<file path="config.mk">
export PLATFORM = sky130hd
export DESIGN_NAME = fb_write_sched
export DESIGN_NICKNAME = d
export VERILOG_FILES = /design/src/rtl/fb_write_sched.sv
export SDC_FILE = /design/constraint.sdc
export NUM_CORES = 1
export LEC_CHECK = 0
export ABC_AREA = 1
export BUFFER_PORTS_ARGS = -buffer_cell sky130_fd_sc_hd__buf_2
export CAP_MARGIN = 5
export CORE_UTILIZATION = 50
export DETAILED_ROUTE_END_ITERATION = 7
export GPL_TIMING_DRIVEN = 0
export PLACE_DENSITY = 0.79
export SETUP_SLACK_MARGIN = 0.3
export SYNTH_ARGS = -nofsm -noshare
export SYNTH_HDL_FRONTEND = slang
export SYNTH_SLANG_ARGS = --single-unit
</file>
<file path="constraint.sdc">
create_clock -name clk -period 2.45 [get_ports clk]
set_clock_uncertainty 0.1 [all_clocks]
set_input_delay 0.245 -clock clk [delete_from_list [all_inputs] [get_ports clk]]
set_output_delay 0.245 -clock clk [all_outputs]
set_load 0.005 [all_outputs]
</file>
<file path="src/rtl/fb_write_sched.sv">
// fb_write_sched
// Write-port scheduler for the NES frame buffer BRAM (256x240, 6-bit palette
// index). After reset it paints the whole frame with the background colour and
// overlays the logo. Once that is done it forwards live PPU pixels and
// on-screen-display writes to port A of the frame buffer. PPU pixels always win
// over OSD writes.
//
// Ports
//   clk        NES clock, the only clock of this block
//   reset      synchronous, active-high reset
//   color      PPU pixel palette index
//   cycle      PPU dot counter
//   scanline   PPU scanline
//   osd_valid  OSD write request; addr/data are held until accepted
//   osd_addr   OSD target address {y, x}
//   osd_data   OSD palette index
//   osd_ready  OSD request accepted this cycle (combinational)
//   logo_row   logo ROM row, combinational from the fill counter
//   logo_col   logo ROM column, combinational from the fill counter
//   logo_bit   logo ROM data, one cycle after logo_row/logo_col
//   fb_we      frame buffer write enable (registered)
//   fb_addr    frame buffer address {y, x} (registered)
//   fb_wdata   frame buffer write data (registered)
//   init_done  high once the power-up fill is complete (registered)

module fb_write_sched #(
    parameter int FB_W       = 256,
    parameter int FB_H       = 240,
    parameter int BG_COLOR   = 13,
    parameter int LOGO_COLOR = 4,
    parameter int LOGO_X0    = 96,
    parameter int LOGO_X1    = 160,
    parameter int LOGO_Y0    = 212,
    parameter int LOGO_Y1    = 224
) (
    input  logic        clk,
    input  logic        reset,
    input  logic [5:0]  color,
    input  logic [8:0]  cycle,
    input  logic [8:0]  scanline,
    input  logic        osd_valid,
    input  logic [15:0] osd_addr,
    input  logic [5:0]  osd_data,
    output logic        osd_ready,
    output logic [3:0]  logo_row,
    output logic [6:0]  logo_col,
    input  logic        logo_bit,
    output logic        fb_we,
    output logic [15:0] fb_addr,
    output logic [5:0]  fb_wdata,
    output logic        init_done
);

    localparam logic [1:0] ST_INIT  = 2'd0;
    localparam logic [1:0] ST_DRAIN = 2'd1;
    localparam logic [1:0] ST_RUN   = 2'd2;

    localparam logic [15:0] FILL_LAST = 16'(FB_W * FB_H - 1);
    localparam logic [8:0]  VIS_LINES = 9'(FB_H);
    localparam logic [7:0]  WIN_X0    = 8'(LOGO_X0);
    localparam logic [7:0]  WIN_X1    = 8'(LOGO_X1);
    localparam logic [7:0]  WIN_Y0    = 8'(LOGO_Y0);
    localparam logic [7:0]  WIN_Y1    = 8'(LOGO_Y1);
    localparam logic [5:0]  BG_IDX    = 6'(BG_COLOR);
    localparam logic [5:0]  LOGO_IDX  = 6'(LOGO_COLOR);

    logic [1:0]  state;
    logic [15:0] fill_cnt;
    logic [7:0]  fill_x;
    logic [7:0]  fill_y;
    logic [7:0]  row_off;
    logic [7:0]  col_off;
    logic        in_window;

    logic        s1_valid;
    logic [15:0] s1_addr;
    logic        s1_in_window;

    logic [8:0]  r_scanline;
    logic [8:0]  r_cycle;
    logic        nes_event;
    logic        run;
    logic        osd_take;

    // The frame is exactly 256 wide, so the linear fill counter already is
    // the {y, x} address.
    assign fill_x  = fill_cnt[7:0];
    assign fill_y  = fill_cnt[15:8];
    assign row_off = fill_y - WIN_Y0;
    assign col_off = fill_x - WIN_X0;

    // The window flag is qualified with INIT so the ROM address stays at 0
    // once the fill is over.
    assign in_window = (state == ST_INIT) &&
                       (fill_x >= WIN_X0) && (fill_x <= WIN_X1) &&
                       (fill_y >= WIN_Y0) && (fill_y <= WIN_Y1);

    assign logo_row = in_window ? row_off[3:0] : 4'd0;
    assign logo_col = in_window ? col_off[6:0] : 7'd0;

    // A pixel event is a change of PPU position inside the visible area.
    // Holding the inputs steady produces no repeat writes.
    assign nes_event = ({scanline, cycle} != {r_scanline, r_cycle}) &&
                       (scanline < VIS_LINES) && !cycle[8];

    assign run = (state == ST_RUN);

    // Reset also gates ready. A request held across reset then cannot slip
    // through in the reset cycle itself.
    assign osd_ready = !reset && run && !nes_event;
    assign osd_take  = osd_valid && osd_ready;

    // Sequencer: INIT walks the fill counter over every address once. DRAIN
    // gives stage 1 one cycle to flush the final fill pixel. RUN serves the
    // live sources.
    always_ff @(posedge clk) begin
        if (reset) begin
            state     <= ST_INIT;
            fill_cnt  <= 16'd0;
            init_done <= 1'b0;
        end else begin
            case (state)
                ST_INIT: begin
                    if (fill_cnt == FILL_LAST) begin
                        state <= ST_DRAIN;
                    end else begin
                        fill_cnt <= fill_cnt + 16'd1;
                    end
                end
                ST_DRAIN: begin
                    state     <= ST_RUN;
                    init_done <= 1'b1;
                end
                ST_RUN: begin
                    state <= ST_RUN;
                end
                default: begin
                    state <= ST_INIT;
                end
            endcase
        end
    end

    // Stage 1 waits one cycle with the fill address, so the write lines up
    // with the logo ROM data for that address.
    always_ff @(posedge clk) begin
        if (reset) begin
            s1_valid     <= 1'b0;
            s1_addr      <= 16'd0;
            s1_in_window <= 1'b0;
        end else begin
            s1_valid     <= (state == ST_INIT);
            s1_addr      <= fill_cnt;
            s1_in_window <= in_window;
        end
    end

    // Previous PPU position, updated every cycle in every state, so the
    // first RUN cycle compares against real history.
    always_ff @(posedge clk) begin
        if (reset) begin
            r_scanline <= 9'h1FF;
            r_cycle    <= 9'h1FF;
        end else begin
            r_scanline <= scanline;
            r_cycle    <= cycle;
        end
    end

    // The single write port. Fill writes only exist in INIT/DRAIN and live
    // writes only in RUN, so the two never compete.
    always_ff @(posedge clk) begin
        if (reset) begin
            fb_we    <= 1'b0;
            fb_addr  <= 16'd0;
            fb_wdata <= 6'd0;
        end else if (s1_valid) begin
            fb_we    <= 1'b1;
            fb_addr  <= s1_addr;
            fb_wdata <= (s1_in_window && logo_bit) ? LOGO_IDX : BG_IDX;
        end else if (run && nes_event) begin
            fb_we    <= 1'b1;
            fb_addr  <= {scanline[7:0], cycle[7:0]};
            fb_wdata <= color;
        end else if (osd_take) begin
            fb_we    <= 1'b1;
            fb_addr  <= osd_addr;
            fb_wdata <= osd_data;
        end else begin
            fb_we    <= 1'b0;
        end
    end

endmodule
</file>
==> tab_implementation.tex, run 1 <==
\begin{tabular}{lr}
\hline
Metric & Value \\
\hline
\multicolumn{2}{l}{\textbf{Outcome}} \\
\quad Run status & finished, final reports clean \\
\multicolumn{2}{l}{\textbf{Global routing}} \\
\quad All-layer global routing usage & 26.1\% \\
\quad Initial antenna violation count & 0 \\
\quad Remaining Overflow, GRT & 0 \\
\quad First-pass GRT wire length & 17200 µm \\
\quad Pin count of the biggest net entering global routing & 13 \\
\quad Via count of the first global-routing pass & 3775 \\
\multicolumn{2}{l}{\textbf{Drt}} \\
\quad Vias post-DR & 4101 \\
\quad Per-cell routed wire length & 13.8 µm \\
\quad Count of antenna-violating nets left after detailed routing & 0 \\
\quad Drt drc & 0 \\
\quad Per-cell via count in the routed design & 5.20 \\
\quad Wire length reported by the detailed router & 10800 µm \\
\quad Number of iterations in the first detailed-routing pass & 5 \\
\quad Initial detailed-routing violation count & 170 \\
\multicolumn{2}{l}{\textbf{Critical path}} \\
\quad Cells along the critical path & inv\_2, ha\_4, nand3\_4, nor4\_4, nand3\_2, buf\_6, nor2\_1, buf\_2 \\
\quad CP required & 2.11 ns \\
\quad Worst path bufs/invs & 3 \\
\quad Kind of critical path & reg -> out \\
\quad CP peak stage delay & 0.34 ns \\
\quad WP data arrival & 1.89 ns \\
\quad Critical path endpoint category & output port \\
\quad Worst Reg2Reg Path Length in Cells & 12 \\
\quad Crit path launch type & flip-flop \\
\quad Family with the most delay on the worst path & simple AND/OR/NAND/NOR gates \\
\quad Reg2reg setup slack & 0.41 ns \\
\quad Slowest library cell on the worst path & sky130\_fd\_sc\_hd\_\_dfxtp\_2 \\
\quad Largest fanout of any net on the critical path & 5 \\
\quad Critical register-to-register path endpoint & fill\_cnt[14] \\
\quad Start of the worst register-to-register path & fill\_cnt[10] \\
\multicolumn{2}{l}{\textbf{Hold path}} \\
\quad Depth of the worst hold-timing path & 3 \\
\quad HP Start & scanline[2] \\
\quad Path category of the worst min-delay check & in -> reg \\
\quad Hold worst-path end & r\_scanline[2] \\
\multicolumn{2}{l}{\textbf{Clock tree}} \\
\quad Sink Count & 78 \\
\quad CTS tree & done \\
\quad Clock latency reported for the late side of the worst-skew pair & 0.36 ns \\
\quad Maximum clock insertion buffer count & 2 \\
\quad Clock tree root buffer cell & sky130\_fd\_sc\_hd\_\_clkbuf\_8 \\
\quad Number of buffers added by the clock tree synthesis step & 9 \\
\quad Clk slew on worst S/H paths & 0.08 ns \\
\quad H-Tree Depth & 3 \\
\multicolumn{2}{l}{\textbf{STA}} \\
\quad Final sum of negative setup slack & 0 ns \\
\quad Setup ws final & 0.220 ns \\
\quad Worst slew margin relative to its limit & 63.0\% \\
\quad Slew at the pin closest to its max-slew limit & 0.555 ns \\
\quad Setup repair after global routing missed its margin & true \\
\quad Final critical path time including I/O delays and setup & 2.23 ns \\
\quad Max Slew Vio Count & 0 \\
\quad Finish-stage setup viols & 0 \\
\quad Fin crit share & 91.0\% \\
\quad Number of endpoints with negative hold slack in the final report & 0 \\
\quad Highest Clock Rate & 448 MHz \\
\multicolumn{2}{l}{\textbf{Synth}} \\
\quad Avg Cell Area, Syn & 6.82 µm² \\
\quad Gate count after technology mapping & 574 \\
\quad Number of warnings printed during yosys synthesis & 0 \\
\quad Post-synthesis cell type with the largest combined area & sky130\_fd\_sc\_hd\_\_dfxtp\_1 \\
\quad Count of flip-flops with a built-in enable after synthesis & 0 \\
\quad Synth async-reset ratio & 0\% \\
\quad Most numerous cell in the Yosys netlist & sky130\_fd\_sc\_hd\_\_nand2\_1 \\
\quad Count of cell types in the netlist & 35 \\
\quad Cell area after synthesis & 3910 µm² \\
\quad Leading cell types by count after synthesis & 163 x sky130\_fd\_sc\_hd\_\_nand2\_1, 84 x sky130\_fd\_sc\_hd\_\_nor2\_1, 78 x sky130\_fd\_sc\_hd\_\_dfxtp\_1 \\
\quad Top post-synthesis cells by area & sky130\_fd\_sc\_hd\_\_dfxtp\_1 40\%, sky130\_fd\_sc\_hd\_\_nand2\_1 16\%, sky130\_fd\_sc\_hd\_\_nor2\_1 8.1\% \\
\quad Ys flop type & sky130\_fd\_sc\_hd\_\_dfxtp\_1 \\
\quad Yosys reg bits & 78 \\
\quad Synthesized net count & 634 \\
\quad Share of the yosys chip area belonging to registers & 39.9\% \\
\quad Area share of the largest cell type after synthesis & 39.9\% \\
\multicolumn{2}{l}{\textbf{Layout}} \\
\quad Share of layout cells above drive strength 1 & 27.3\% \\
\quad Antenna cell count & 0 \\
\quad Layout overhead on the synthesized area & 27.9\% \\
\quad Non-filler instance count after layout & 788 \\
\quad \# fillers & 629 \\
\quad Finished Cell Area & 5000 µm² \\
\quad Layout net count & 744 \\
\multicolumn{2}{l}{\textbf{Pwr}} \\
\quad Power density relative to cell area & 595 nW/µm² \\
\quad Worst supply voltage drop on vdd & 0.000359 V \\
\quad Final total power & 2.98 mW \\
\quad Leakage & 2.40 nW \\
\multicolumn{2}{l}{\textbf{Placement}} \\
\quad Number of I/O port buffers & 84 \\
\quad Setup slack at placement & 0.334 ns \\
\quad Placed cell area & 4460 µm² \\
\quad Post-detailed-placement half-perimeter wirelength & 7640 µm \\
\quad Cell total after placement & 757 \\
\quad RePlAce Congestion & 1.02 \\
\multicolumn{2}{l}{\textbf{Die}} \\
\quad Number of rows created at floorplan & 31 \\
\quad Die area & 8180 µm² \\
\quad Initial Utilization & 52.8\% \\
\quad Num ports & 86 \\
\quad Floorplan die width & 90.5 µm \\
\quad Height of the die & 90.5 µm \\
\quad Core Footprint & 7410 µm² \\
\multicolumn{2}{l}{\textbf{Job}} \\
\quad Max Cap Viol & 0 \\
\hline
\end{tabular}
worst reg2reg max path, stage by stage, from the launching register on:
cell and delay (ns):
sky130_fd_sc_hd__dfxtp_4 0.36, sky130_fd_sc_hd__buf_4 0.15, sky130_fd_sc_hd__ha_1 0.21, sky130_fd_sc_hd__inv_1 0.11
sky130_fd_sc_hd__nor2_1 0.06, sky130_fd_sc_hd__nand3_1 0.13, sky130_fd_sc_hd__nand2_2 0.10, sky130_fd_sc_hd__nor2_1 0.22
sky130_fd_sc_hd__nand2_1 0.17, sky130_fd_sc_hd__inv_1 0.15, sky130_fd_sc_hd__nand3_1 0.08, sky130_fd_sc_hd__nand2_1 0.06
sky130_fd_sc_hd__nor2_1 0.04
through the flow:
step	hold WS [ns]	utilization, %
after floorplan	0.227	-
after CTS	0.00249	65.2
after detailed placement	0.360	60.2
final	0.00936	67.6
after global routing	0.0172	67.6
after global placement	0.355	60.2
worst max path at each step:
stage	start	endpoint	cells after the start	slack, ns
final	state[0]	logo_col[5]	8	0.22
after detailed placement	fill_cnt[10]	logo_col[2]	9	0.33
after global routing	state[0]	logo_col[3]	8	0.17
after CTS	fill_cnt[11]	logo_col[0]	9	0.24
after floorplan	fill_cnt[10]	logo_col[0]	8	0.74
after global placement	fill_cnt[10]	logo_col[0]	9	0.42
logic make-up after synthesis:
family          count (synthesis)  synth area share, %
xor+xnor                        8                 1.79
compound gates                 55                 7.61
flops                          78                 39.9
simple gates                  333                 38.2
fa+ha+maj                      10                 3.20
buf+inv                        90                 9.27
layout by cell type (no fill, tap or decap), types with 4 or more instances in the layout:
cell type | synthesis | layout
sky130_fd_sc_hd__a21oi_1 | 39 | 39
sky130_fd_sc_hd__buf_2 | 4 | 88
sky130_fd_sc_hd__buf_4 | 3 | 16
sky130_fd_sc_hd__clkbuf_1 | 18 | 17
sky130_fd_sc_hd__clkbuf_8 | 0 | 12
sky130_fd_sc_hd__dfxtp_1 | 78 | 66
sky130_fd_sc_hd__dfxtp_2 | 0 | 9
sky130_fd_sc_hd__ha_1 | 10 | 6
sky130_fd_sc_hd__inv_1 | 56 | 47
sky130_fd_sc_hd__inv_2 | 4 | 11
sky130_fd_sc_hd__nand2_1 | 163 | 157
sky130_fd_sc_hd__nand2_2 | 2 | 7
sky130_fd_sc_hd__nand3_1 | 19 | 17
sky130_fd_sc_hd__nand3_4 | 3 | 4
sky130_fd_sc_hd__nand3b_1 | 18 | 18
sky130_fd_sc_hd__nand4_1 | 23 | 23
sky130_fd_sc_hd__nor2_1 | 84 | 73
sky130_fd_sc_hd__nor2_2 | 6 | 13
sky130_fd_sc_hd__nor2_4 | 0 | 4
sky130_fd_sc_hd__nor3_1 | 7 | 7
sky130_fd_sc_hd__o21ai_0 | 10 | 10
sky130_fd_sc_hd__xnor2_1 | 4 | 4
sky130_fd_sc_hd__xor2_1 | 4 | 4
per-layer routing:
metal  vias to the layer above  track usage, %  wire (µm)
li1                       2035               -          -
met2                       213            44.9       5310
met5                         -               0          0
met3                        31            4.55        874
met4                         0            11.7        238
met1                      1822            31.6       4410
final cells by class:
cell class	count	area [µm²]	share of cell area (%)
Buffer	27	138	2.75
Timing Repair Buffer	99	541	10.8
Sequential cell	78	1580	31.7
Tap cell	99	124	2.48
Inverter	63	243	4.85
Clock inverter	3	65.1	1.30
Multi-Input combinational cell	406	2140	42.8
Clock buffer	13	169	3.38
state kept, by name (all words and copies together) (netlist names):
signal and count:
fb_addr 16, fill_cnt 16, s1_addr 16, r_cycle 9
r_scanline 9, fb_wdata 6, state 2, fb_we 1
init_done 1, s1_in_window 1, s1_valid 1
repair_timing:
action                                  CTS  global route
pin swaps                                 5            16
endpoints found under the setup margin   12            16
hold buffers                              0             0
setup buffers                             8             6
cloned                                    1             0
gates resized for setup                  29            41
where the power goes:
group | switching (mW) | internal (mW)
Sequential | 0.0375 | 1.33
Combinational | 0.295 | 0.197
Clock | 0.459 | 0.656
(Power assumes the default switching activity.)
==> run 2, diff against run 1 <==
--- a/config.mk
+++ b/config.mk
@@ -8,9 +8,11 @@
 export ABC_AREA = 1
 export BUFFER_PORTS_ARGS = -buffer_cell sky130_fd_sc_hd__buf_2
 export CAP_MARGIN = 5
+export CORE_MARGIN = 3
 export CORE_UTILIZATION = 50
 export DETAILED_ROUTE_END_ITERATION = 7
 export GPL_TIMING_DRIVEN = 0
+export HOLD_SLACK_MARGIN = 0.12
 export PLACE_DENSITY = 0.79
 export SETUP_SLACK_MARGIN = 0.3
 export SYNTH_ARGS = -nofsm -noshare
==> tab_implementation.tex, run 2 (synthesis results as in run 1) <==
\begin{tabular}{lr}
\hline
Metric & Value \\
\hline
\multicolumn{2}{l}{\textbf{Outcome}} \\
\quad Run status & finished, final reports clean (unchanged) \\
\multicolumn{2}{l}{\textbf{Hold path}} \\
\quad Depth of the worst hold-timing path & 5 (was 3) \\
\quad Path category of the worst min-delay check & in -> reg (unchanged) \\
\multicolumn{2}{l}{\textbf{Pwr}} \\
\quad Reg power frac & 46.6\% (was 46.0\%) \\
\quad Internal Power & 2.14 mW (was 2.19 mW) \\
\quad Switching pwr & 0.803 mW (was 0.792 mW) \\
\quad Final total power & 2.94 mW (was 2.98 mW) \\
\quad Leakage & 2.48 nW (was 2.40 nW) \\
\quad Share of total power consumed by net switching & 27.3\% (was 26.6\%) \\
\quad Worst supply voltage drop on vdd & 0.000340 V (was 0.000359 V) \\
\quad Combinational share of power & 17.2\% (was 16.5\%) \\
\quad Clock power frac & 36.2\% (was 37.4\%) \\
\quad Power density relative to cell area & 567 nW/µm² (was 595 nW/µm²) \\
\multicolumn{2}{l}{\textbf{Clock tree}} \\
\quad CTS tree & done (unchanged) \\
\quad Number of buffers added by the clock tree synthesis step & 9 (unchanged) \\
\quad Clock tree root buffer cell & sky130\_fd\_sc\_hd\_\_clkbuf\_8 (unchanged) \\
\quad Clk slew on worst S/H paths & 0.07 ns (was 0.08 ns) \\
\quad Maximum clock insertion buffer count & 2 (unchanged) \\
\quad H-Tree Depth & 3 (unchanged) \\
\quad Sink Count & 78 (unchanged) \\
\quad Clock latency reported for the late side of the worst-skew pair & 0.36 ns (about the same) \\
\multicolumn{2}{l}{\textbf{Critical path}} \\
\quad Slowest library cell on the worst path & sky130\_fd\_sc\_hd\_\_dfxtp\_2 (unchanged) \\
\quad Worst Reg2Reg Path Length in Cells & 15 (was 12) \\
\quad Crit path launch type & flip-flop (unchanged) \\
\quad CP peak stage delay & 0.35 ns (was 0.34 ns) \\
\quad Kind of critical path & reg -> out (unchanged) \\
\quad Cells along the critical path & inv\_2, ha\_4, inv\_2, a21oi\_2, nor4\_4, nand3\_2, buf\_6, nor2\_1, buf\_2 (was inv\_2, ha\_4, nand3\_4, nor4\_4, nand3\_2, buf\_6, nor2\_1, buf\_2) \\
\quad CP required & 2.11 ns (about the same) \\
\quad Most Frequent Cell on Critical Path & sky130\_fd\_sc\_hd\_\_inv\_2 \\
\quad Largest fanout of any net on the critical path & 5 (unchanged) \\
\quad Critical path endpoint category & output port (unchanged) \\
\quad WP data arrival & 1.86 ns (was 1.89 ns) \\
\multicolumn{2}{l}{\textbf{STA}} \\
\quad Max Slew Vio Count & 0 (unchanged) \\
\quad Final critical path time including I/O delays and setup & 2.21 ns (was 2.23 ns) \\
\quad Slew at the pin closest to its max-slew limit & 0.594 ns (was 0.555 ns) \\
\quad Highest Clock Rate & 453 MHz (was 448 MHz) \\
\quad Final sum of negative setup slack & 0 ns (unchanged) \\
\quad Number of endpoints with negative hold slack in the final report & 0 (unchanged) \\
\quad Hold\_ws & 0.153 ns (was 0.00936 ns) \\
\quad Setup repair after global routing missed its margin & true (unchanged) \\
\quad Worst slew margin relative to its limit & 60.4\% (was 63.0\%) \\
\quad Fin crit share & 90.0\% (was 91.0\%) \\
\quad Finish-stage setup viols & 0 (unchanged) \\
\multicolumn{2}{l}{\textbf{Layout}} \\
\quad Commonest non-fill, non-tap cells in the layout & 161 x sky130\_fd\_sc\_hd\_\_nand2\_1, 88 x sky130\_fd\_sc\_hd\_\_buf\_2, 70 x sky130\_fd\_sc\_hd\_\_nor2\_1, 70 x sky130\_fd\_sc\_hd\_\_dfxtp\_1, 46 x sky130\_fd\_sc\_hd\_\_inv\_1 (was 157 x sky130\_fd\_sc\_hd\_\_nand2\_1, 88 x sky130\_fd\_sc\_hd\_\_buf\_2, 73 x sky130\_fd\_sc\_hd\_\_nor2\_1) \\
\quad Antenna cell count & 0 (unchanged) \\
\quad Most frequent standard cell in the layout excluding fill and tap cells & sky130\_fd\_sc\_hd\_\_nand2\_1 (unchanged) \\
\quad Largest registers & fb\_addr (16), fill\_cnt (16), s1\_addr (16) (unchanged) \\
\quad Share of layout cells above drive strength 1 & 26.3\% (was 27.3\%) \\
\quad Layout overhead on the synthesized area & 32.8\% (was 27.9\%) \\
\quad Layout net count & 765 (was 744) \\
\multicolumn{2}{l}{\textbf{Global routing}} \\
\quad Via count of the first global-routing pass & 3828 (was 3775) \\
\quad Initial antenna violation count & 0 (unchanged) \\
\quad All-layer global routing usage & 25.2\% (was 26.1\%) \\
\quad Pin count of the biggest net entering global routing & 13 (unchanged) \\
\quad First-pass GRT wire length & 17800 µm (was 17200 µm) \\
\quad Remaining Overflow, GRT & 0 (unchanged) \\
\multicolumn{2}{l}{\textbf{Drt}} \\
\quad Per-cell routed wire length & 13.9 µm (was 13.8 µm) \\
\quad Initial detailed-routing violation count & 203 (was 170) \\
\quad Number of iterations in the first detailed-routing pass & 5 (unchanged) \\
\quad Vias post-DR & 4159 (was 4101) \\
\quad Per-cell via count in the routed design & 5.14 (was 5.20) \\
\quad Drt drc & 0 (unchanged) \\
\quad Count of antenna-violating nets left after detailed routing & 0 (unchanged) \\
\quad Wire length reported by the detailed router & 11300 µm (was 10800 µm) \\
\multicolumn{2}{l}{\textbf{Die}} \\
\quad Height of the die & 94.5 µm (was 90.5 µm) \\
\quad Initial Utilization & 52.8\% (unchanged) \\
\quad Number of rows created at floorplan & 31 (unchanged) \\
\quad Core Footprint & 7410 µm² (unchanged) \\
\quad Num ports & 86 (unchanged) \\
\quad Floorplan die width & 94.5 µm (was 90.5 µm) \\
\quad Die area & 8920 µm² (was 8180 µm²) \\
\multicolumn{2}{l}{\textbf{Placement}} \\
\quad RePlAce Congestion & 0.958 (was 1.02) \\
\quad Post-detailed-placement half-perimeter wirelength & 7850 µm (was 7640 µm) \\
\quad Number of I/O port buffers & 84 (unchanged) \\
\multicolumn{2}{l}{\textbf{Job}} \\
\quad Max Cap Viol & 0 (unchanged) \\
\hline
\end{tabular}
run 2: critical path, delay by kind of cell (launching register included):
family / cells / cell delay [ns]
flops: 1 / 0.35
simple gates: 3 / 0.56
fa+ha+maj: 1 / 0.16
buf+inv: 4 / 0.41
compound gates: 1 / 0.04
run 2: stage by stage:
stage               setup WS [ns]  util, %  cell area [µm²]  std cells
finish                      0.244     70.1             5200        809
global route                0.112     70.1             5200        809
CTS                         0.242     67.4             4990        800
detailed placement          0.371     60.2             4460        757
global placement            0.389     60.2             4460        757
floorplan                   0.740        -             3910        574
run 2: worst paths after layout:
| path | from | endpoint | slack, ns |
|---|---|---|---|
| worst max register to register | r_scanline[4] | fb_addr[4] | 0.39 |
| worst min register to register | fill_cnt[13] | fill_cnt[13] | 0.38 |
| worst max-delay path | fill_cnt[11] | logo_col[4] | 0.24 |
| worst min-delay path | osd_data[2] | fb_wdata[2] | 0.15 |
run 2: power groups by stage:
| stage | Clock (mW) | Combinational [mW] | Sequential [mW] |
|---|---|---|---|
| 6_report | 1.06 | 0.507 | 1.37 |
| 5_1_grt | 1.13 | 0.568 | 1.38 |
| 4_1_cts | 1.07 | 0.489 | 1.37 |
| 3_5_place_dp | 0 | 0.456 | 1.40 |
| 3_3_place_gp | 0 | 0.442 | 1.40 |
| 2_1_floorplan | 0 | 0.290 | 1.40 |
run 2: timing repair:
item                       4_1_cts  5_1_grt
gates resized for setup         27       41
setup buffers                    8        9
hold buffers                    18        0
setup endpoints to repair       12       15
hold endpoints to repair        18        0
cloned                           1        0
pin swaps                        2        8
run 2: layout make-up:
| class | count | area (µm²) |
|---|---|---|
| fillers | 600 | 2210 |
| inverters | 63 | 243 |
| well taps | 99 | 124 |
| plain buffers | 27 | 138 |
| flip-flops and latches | 78 | 1580 |
| multi-input cells | 406 | 2140 |
| clock buffers | 12 | 145 |
| repair buffers | 120 | 756 |
| clock inverters | 4 | 70.1 |
run 2: metal layers:
layer  GRT usage, %  vias up  wire (µm)
li1               -     2082          -
met1           31.3     1878       4640
met2           43.9      172       5510
met3           5.18       27        852
met4           7.93        0        248
met5              0        -          0
==> run 3, diff against run 2 <==
--- a/config.mk
+++ b/config.mk
@@ -9,11 +9,11 @@
 export BUFFER_PORTS_ARGS = -buffer_cell sky130_fd_sc_hd__buf_2
 export CAP_MARGIN = 5
 export CORE_MARGIN = 3
-export CORE_UTILIZATION = 50
+export CORE_UTILIZATION = 37
 export DETAILED_ROUTE_END_ITERATION = 7
 export GPL_TIMING_DRIVEN = 0
 export HOLD_SLACK_MARGIN = 0.12
-export PLACE_DENSITY = 0.79
+export PLACE_DENSITY = 0.63
 export SETUP_SLACK_MARGIN = 0.3
 export SYNTH_ARGS = -nofsm -noshare
 export SYNTH_HDL_FRONTEND = slang
==> tab_implementation.tex, run 3 (synthesis results as in run 1) <==
\begin{tabular}{lr}
\hline
Metric & Value \\
\hline
\multicolumn{2}{l}{\textbf{Outcome}} \\
\quad Run status & finished, final reports clean (unchanged) \\
\multicolumn{2}{l}{\textbf{Pwr}} \\
\quad Worst supply voltage drop on vdd & 0.000261 V (was 0.000340 V) \\
\quad Final total power & 2.81 mW (was 2.94 mW) \\
\quad Clock power frac & 33.4\% (was 36.2\%) \\
\quad Share of total power consumed by net switching & 28.5\% (was 27.3\%) \\
\quad Internal Power & 2.01 mW (was 2.14 mW) \\
\quad Power density relative to cell area & 542 nW/µm² (was 567 nW/µm²) \\
\quad Combinational share of power & 17.8\% (was 17.2\%) \\
\quad Switching pwr & 0.800 mW (was 0.803 mW) \\
\quad Leakage & 2.46 nW (was 2.48 nW) \\
\quad Reg power frac & 48.8\% (was 46.6\%) \\
\multicolumn{2}{l}{\textbf{Critical path}} \\
\quad CP peak stage delay & 0.33 ns (was 0.35 ns) \\
\quad Critical path endpoint category & output port (unchanged) \\
\quad End point of the critical path & logo\_col[2] (was logo\_col[4]) \\
\quad Kind of critical path & reg -> out (unchanged) \\
\quad WP data arrival & 1.85 ns (was 1.86 ns) \\
\quad Largest fanout of any net on the critical path & 5 (unchanged) \\
\quad Start of the worst register-to-register path & r\_scanline[4] (unchanged) \\
\quad Origin of the worst setup path & state[0] (was fill\_cnt[11]) \\
\quad Reg2reg setup slack & 0.41 ns (was 0.39 ns) \\
\quad Worst Reg2Reg Path Length in Cells & 15 (unchanged) \\
\quad Slowest library cell on the worst path & sky130\_fd\_sc\_hd\_\_dfxtp\_2 (unchanged) \\
\quad Cells along the critical path & inv\_2, ha\_4, nand3\_4, nor4\_4, nand3\_2, clkbuf\_8, nor2\_1, buf\_2 (was inv\_2, ha\_4, inv\_2, a21oi\_2, nor4\_4, nand3\_2, buf\_6, nor2\_1, buf\_2) \\
\quad Critical register-to-register path endpoint & fb\_addr[2] (was fb\_addr[4]) \\
\quad Critical path depth in cells & 8 (was 9) \\
\quad Worst path bufs/invs & 3 (was 4) \\
\quad Crit path launch type & flip-flop (unchanged) \\
\quad CP required & 2.11 ns (about the same) \\
\quad Family with the most delay on the worst path & simple AND/OR/NAND/NOR gates (unchanged) \\
\multicolumn{2}{l}{\textbf{Drt}} \\
\quad Count of antenna-violating nets left after detailed routing & 0 (unchanged) \\
\quad Drt drc & 0 (unchanged) \\
\quad Initial detailed-routing violation count & 252 (was 203) \\
\quad Vias post-DR & 4049 (was 4159) \\
\quad Per-cell routed wire length & 13.2 µm (was 13.9 µm) \\
\quad Wire length reported by the detailed router & 11100 µm (was 11300 µm) \\
\quad Per-cell via count in the routed design & 4.82 (was 5.14) \\
\quad Number of iterations in the first detailed-routing pass & 4 (was 5) \\
\multicolumn{2}{l}{\textbf{Layout}} \\
\quad Finished Cell Area & 5180 µm² (was 5200 µm²) \\
\quad Antenna cell count & 0 (unchanged) \\
\quad Largest registers & fb\_addr (16), fill\_cnt (16), s1\_addr (16) (unchanged) \\
\quad Commonest non-fill, non-tap cells in the layout & 159 x sky130\_fd\_sc\_hd\_\_nand2\_1, 88 x sky130\_fd\_sc\_hd\_\_buf\_2, 74 x sky130\_fd\_sc\_hd\_\_nor2\_1 (was 161 x sky130\_fd\_sc\_hd\_\_nand2\_1, 88 x sky130\_fd\_sc\_hd\_\_buf\_2, 70 x sky130\_fd\_sc\_hd\_\_nor2\_1, 70 x sky130\_fd\_sc\_hd\_\_dfxtp\_1, 46 x sky130\_fd\_sc\_hd\_\_inv\_1) \\
\quad Most frequent standard cell in the layout excluding fill and tap cells & sky130\_fd\_sc\_hd\_\_nand2\_1 (unchanged) \\
\quad Layout net count & 762 (was 765) \\
\quad \# fillers & 1008 (was 600) \\
\quad FF+latch area & 1580 µm² (about the same) \\
\quad Area of the multi-input gates & 2130 µm² (was 2140 µm²) \\
\quad Layout overhead on the synthesized area & 32.5\% (was 32.8\%) \\
\quad End-of-flow core utilization & 51.6\% (was 70.1\%) \\
\quad Share of layout cells above drive strength 1 & 25.9\% (was 26.3\%) \\
\quad Non-filler instance count after layout & 840 (was 809) \\
\multicolumn{2}{l}{\textbf{STA}} \\
\quad Setup ws final & 0.250 ns (was 0.244 ns) \\
\quad Setup repair after global routing missed its margin & true (unchanged) \\
\quad Fin crit share & 89.8\% (was 90.0\%) \\
\quad Slew at the pin closest to its max-slew limit & 0.620 ns (was 0.594 ns) \\
\quad Hold\_ws & 0.163 ns (was 0.153 ns) \\
\quad Number of endpoints with negative hold slack in the final report & 0 (unchanged) \\
\quad Highest Clock Rate & 455 MHz (was 453 MHz) \\
\quad Finish-stage setup viols & 0 (unchanged) \\
\quad Final sum of negative setup slack & 0 ns (unchanged) \\
\quad Final critical path time including I/O delays and setup & 2.20 ns (was 2.21 ns) \\
\quad Max Slew Vio Count & 0 (unchanged) \\
\quad Worst slew margin relative to its limit & 58.7\% (was 60.4\%) \\
\multicolumn{2}{l}{\textbf{Clock tree}} \\
\quad H-Tree Depth & 3 (unchanged) \\
\quad Clock latency reported for the late side of the worst-skew pair & 0.35 ns (was 0.36 ns) \\
\quad Maximum clock insertion buffer count & 2 (unchanged) \\
\quad Clk slew on worst S/H paths & 0.08 ns (was 0.07 ns) \\
\quad Number of buffers added by the clock tree synthesis step & 9 (unchanged) \\
\quad CTS tree & done (unchanged) \\
\quad Clock tree root buffer cell & sky130\_fd\_sc\_hd\_\_clkbuf\_8 (unchanged) \\
\quad Sink Count & 78 (unchanged) \\
\multicolumn{2}{l}{\textbf{Job}} \\
\quad Max Cap Viol & 0 (unchanged) \\
\multicolumn{2}{l}{\textbf{Die}} \\
\quad Die area & 11800 µm² (was 8920 µm²) \\
\quad Initial Utilization & 39.0\% (was 52.8\%) \\
\quad Num ports & 86 (unchanged) \\
\quad Height of the die & 109 µm (was 94.5 µm) \\
\quad Floorplan die width & 109 µm (was 94.5 µm) \\
\quad Core Footprint & 10000 µm² (was 7410 µm²) \\
\quad Number of rows created at floorplan & 36 (was 31) \\
\multicolumn{2}{l}{\textbf{Global routing}} \\
\quad First-pass GRT wire length & 18100 µm (was 17800 µm) \\
\quad Initial antenna violation count & 0 (unchanged) \\
\quad Pin count of the biggest net entering global routing & 14 (was 13) \\
\quad Via count of the first global-routing pass & 3874 (was 3828) \\
\quad Remaining Overflow, GRT & 0 (unchanged) \\
\quad All-layer global routing usage & 19.3\% (was 25.2\%) \\
\multicolumn{2}{l}{\textbf{Placement}} \\
\quad Setup slack at placement & 0.322 ns (was 0.371 ns) \\
\quad RePlAce Congestion & 0.879 (was 0.958) \\
\quad Placed cell area & 4500 µm² (was 4460 µm²) \\
\quad Post-detailed-placement half-perimeter wirelength & 8110 µm (was 7850 µm) \\
\quad Cell total after placement & 791 (was 757) \\
\quad Number of I/O port buffers & 84 (unchanged) \\
\multicolumn{2}{l}{\textbf{Hold path}} \\
\quad Path category of the worst min-delay check & in -> reg (unchanged) \\
\hline
\end{tabular}
run 3: metal layers:
| metal | vias to the layer above | part of all wire, % | track usage [%] |
|---|---|---|---|
| li1 | 2070 | - | - |
| met1 | 1838 | 44 | 23.7 |
| met2 | 124 | 49 | 33.2 |
| met3 | 17 | 5.5 | 3.85 |
| met4 | 0 | 1.7 | 7.66 |
| met5 | - | 0 | 0 |
run 3: timing repair:
action	4_1_cts	5_1_grt
endpoints found under the hold margin	18	0
endpoints found under the setup margin	12	16
setup buffers	8	6
pin swaps	7	12
gates cloned	1	0
resized for setup	41	22
hold buffers	18	0
run 3: power groups by stage:
stage | Clock [mW] | Sequential [mW] | Combinational, mW
after floorplan | 0 | 1.40 | 0.290
after global placement | 0 | 1.40 | 0.450
after detailed placement | 0 | 1.40 | 0.459
after CTS | 0.966 | 1.37 | 0.490
after global routing | 1.01 | 1.38 | 0.570
final | 0.939 | 1.37 | 0.500
run 3: worst min path at each step:
stage | from | depth (start not counted) | end
after floorplan | cycle[1] | 2 | r_cycle[1]
after global placement | fill_cnt[13] | 2 | fill_cnt[13]
after detailed placement | init_done | 2 | init_done
after CTS | osd_data[2] | 5 | fb_wdata[2]
after global routing | osd_data[2] | 5 | fb_wdata[2]
final | osd_data[2] | 5 | fb_wdata[2]
run 3: layout make-up:
cell class | instances | share of cell area [%]
tap | 133 | 3.21
clock inverter | 6 | 1.21
inverter | 63 | 4.68
clock buffer | 10 | 2.46
multi-input combinational | 406 | 41.2
buffer | 27 | 2.65
sequential | 78 | 30.4
timing repair buffer | 117 | 14.2
run 3: tightest hold or removal path, stage by stage:
cell and delay, ns:
sky130_fd_sc_hd__buf_2 0.08, sky130_fd_sc_hd__nand2_1 0.04, sky130_fd_sc_hd__o21ai_0 0.08, sky130_fd_sc_hd__nor2_1 0.05, sky130_fd_sc_hd__nor2_1 0.09
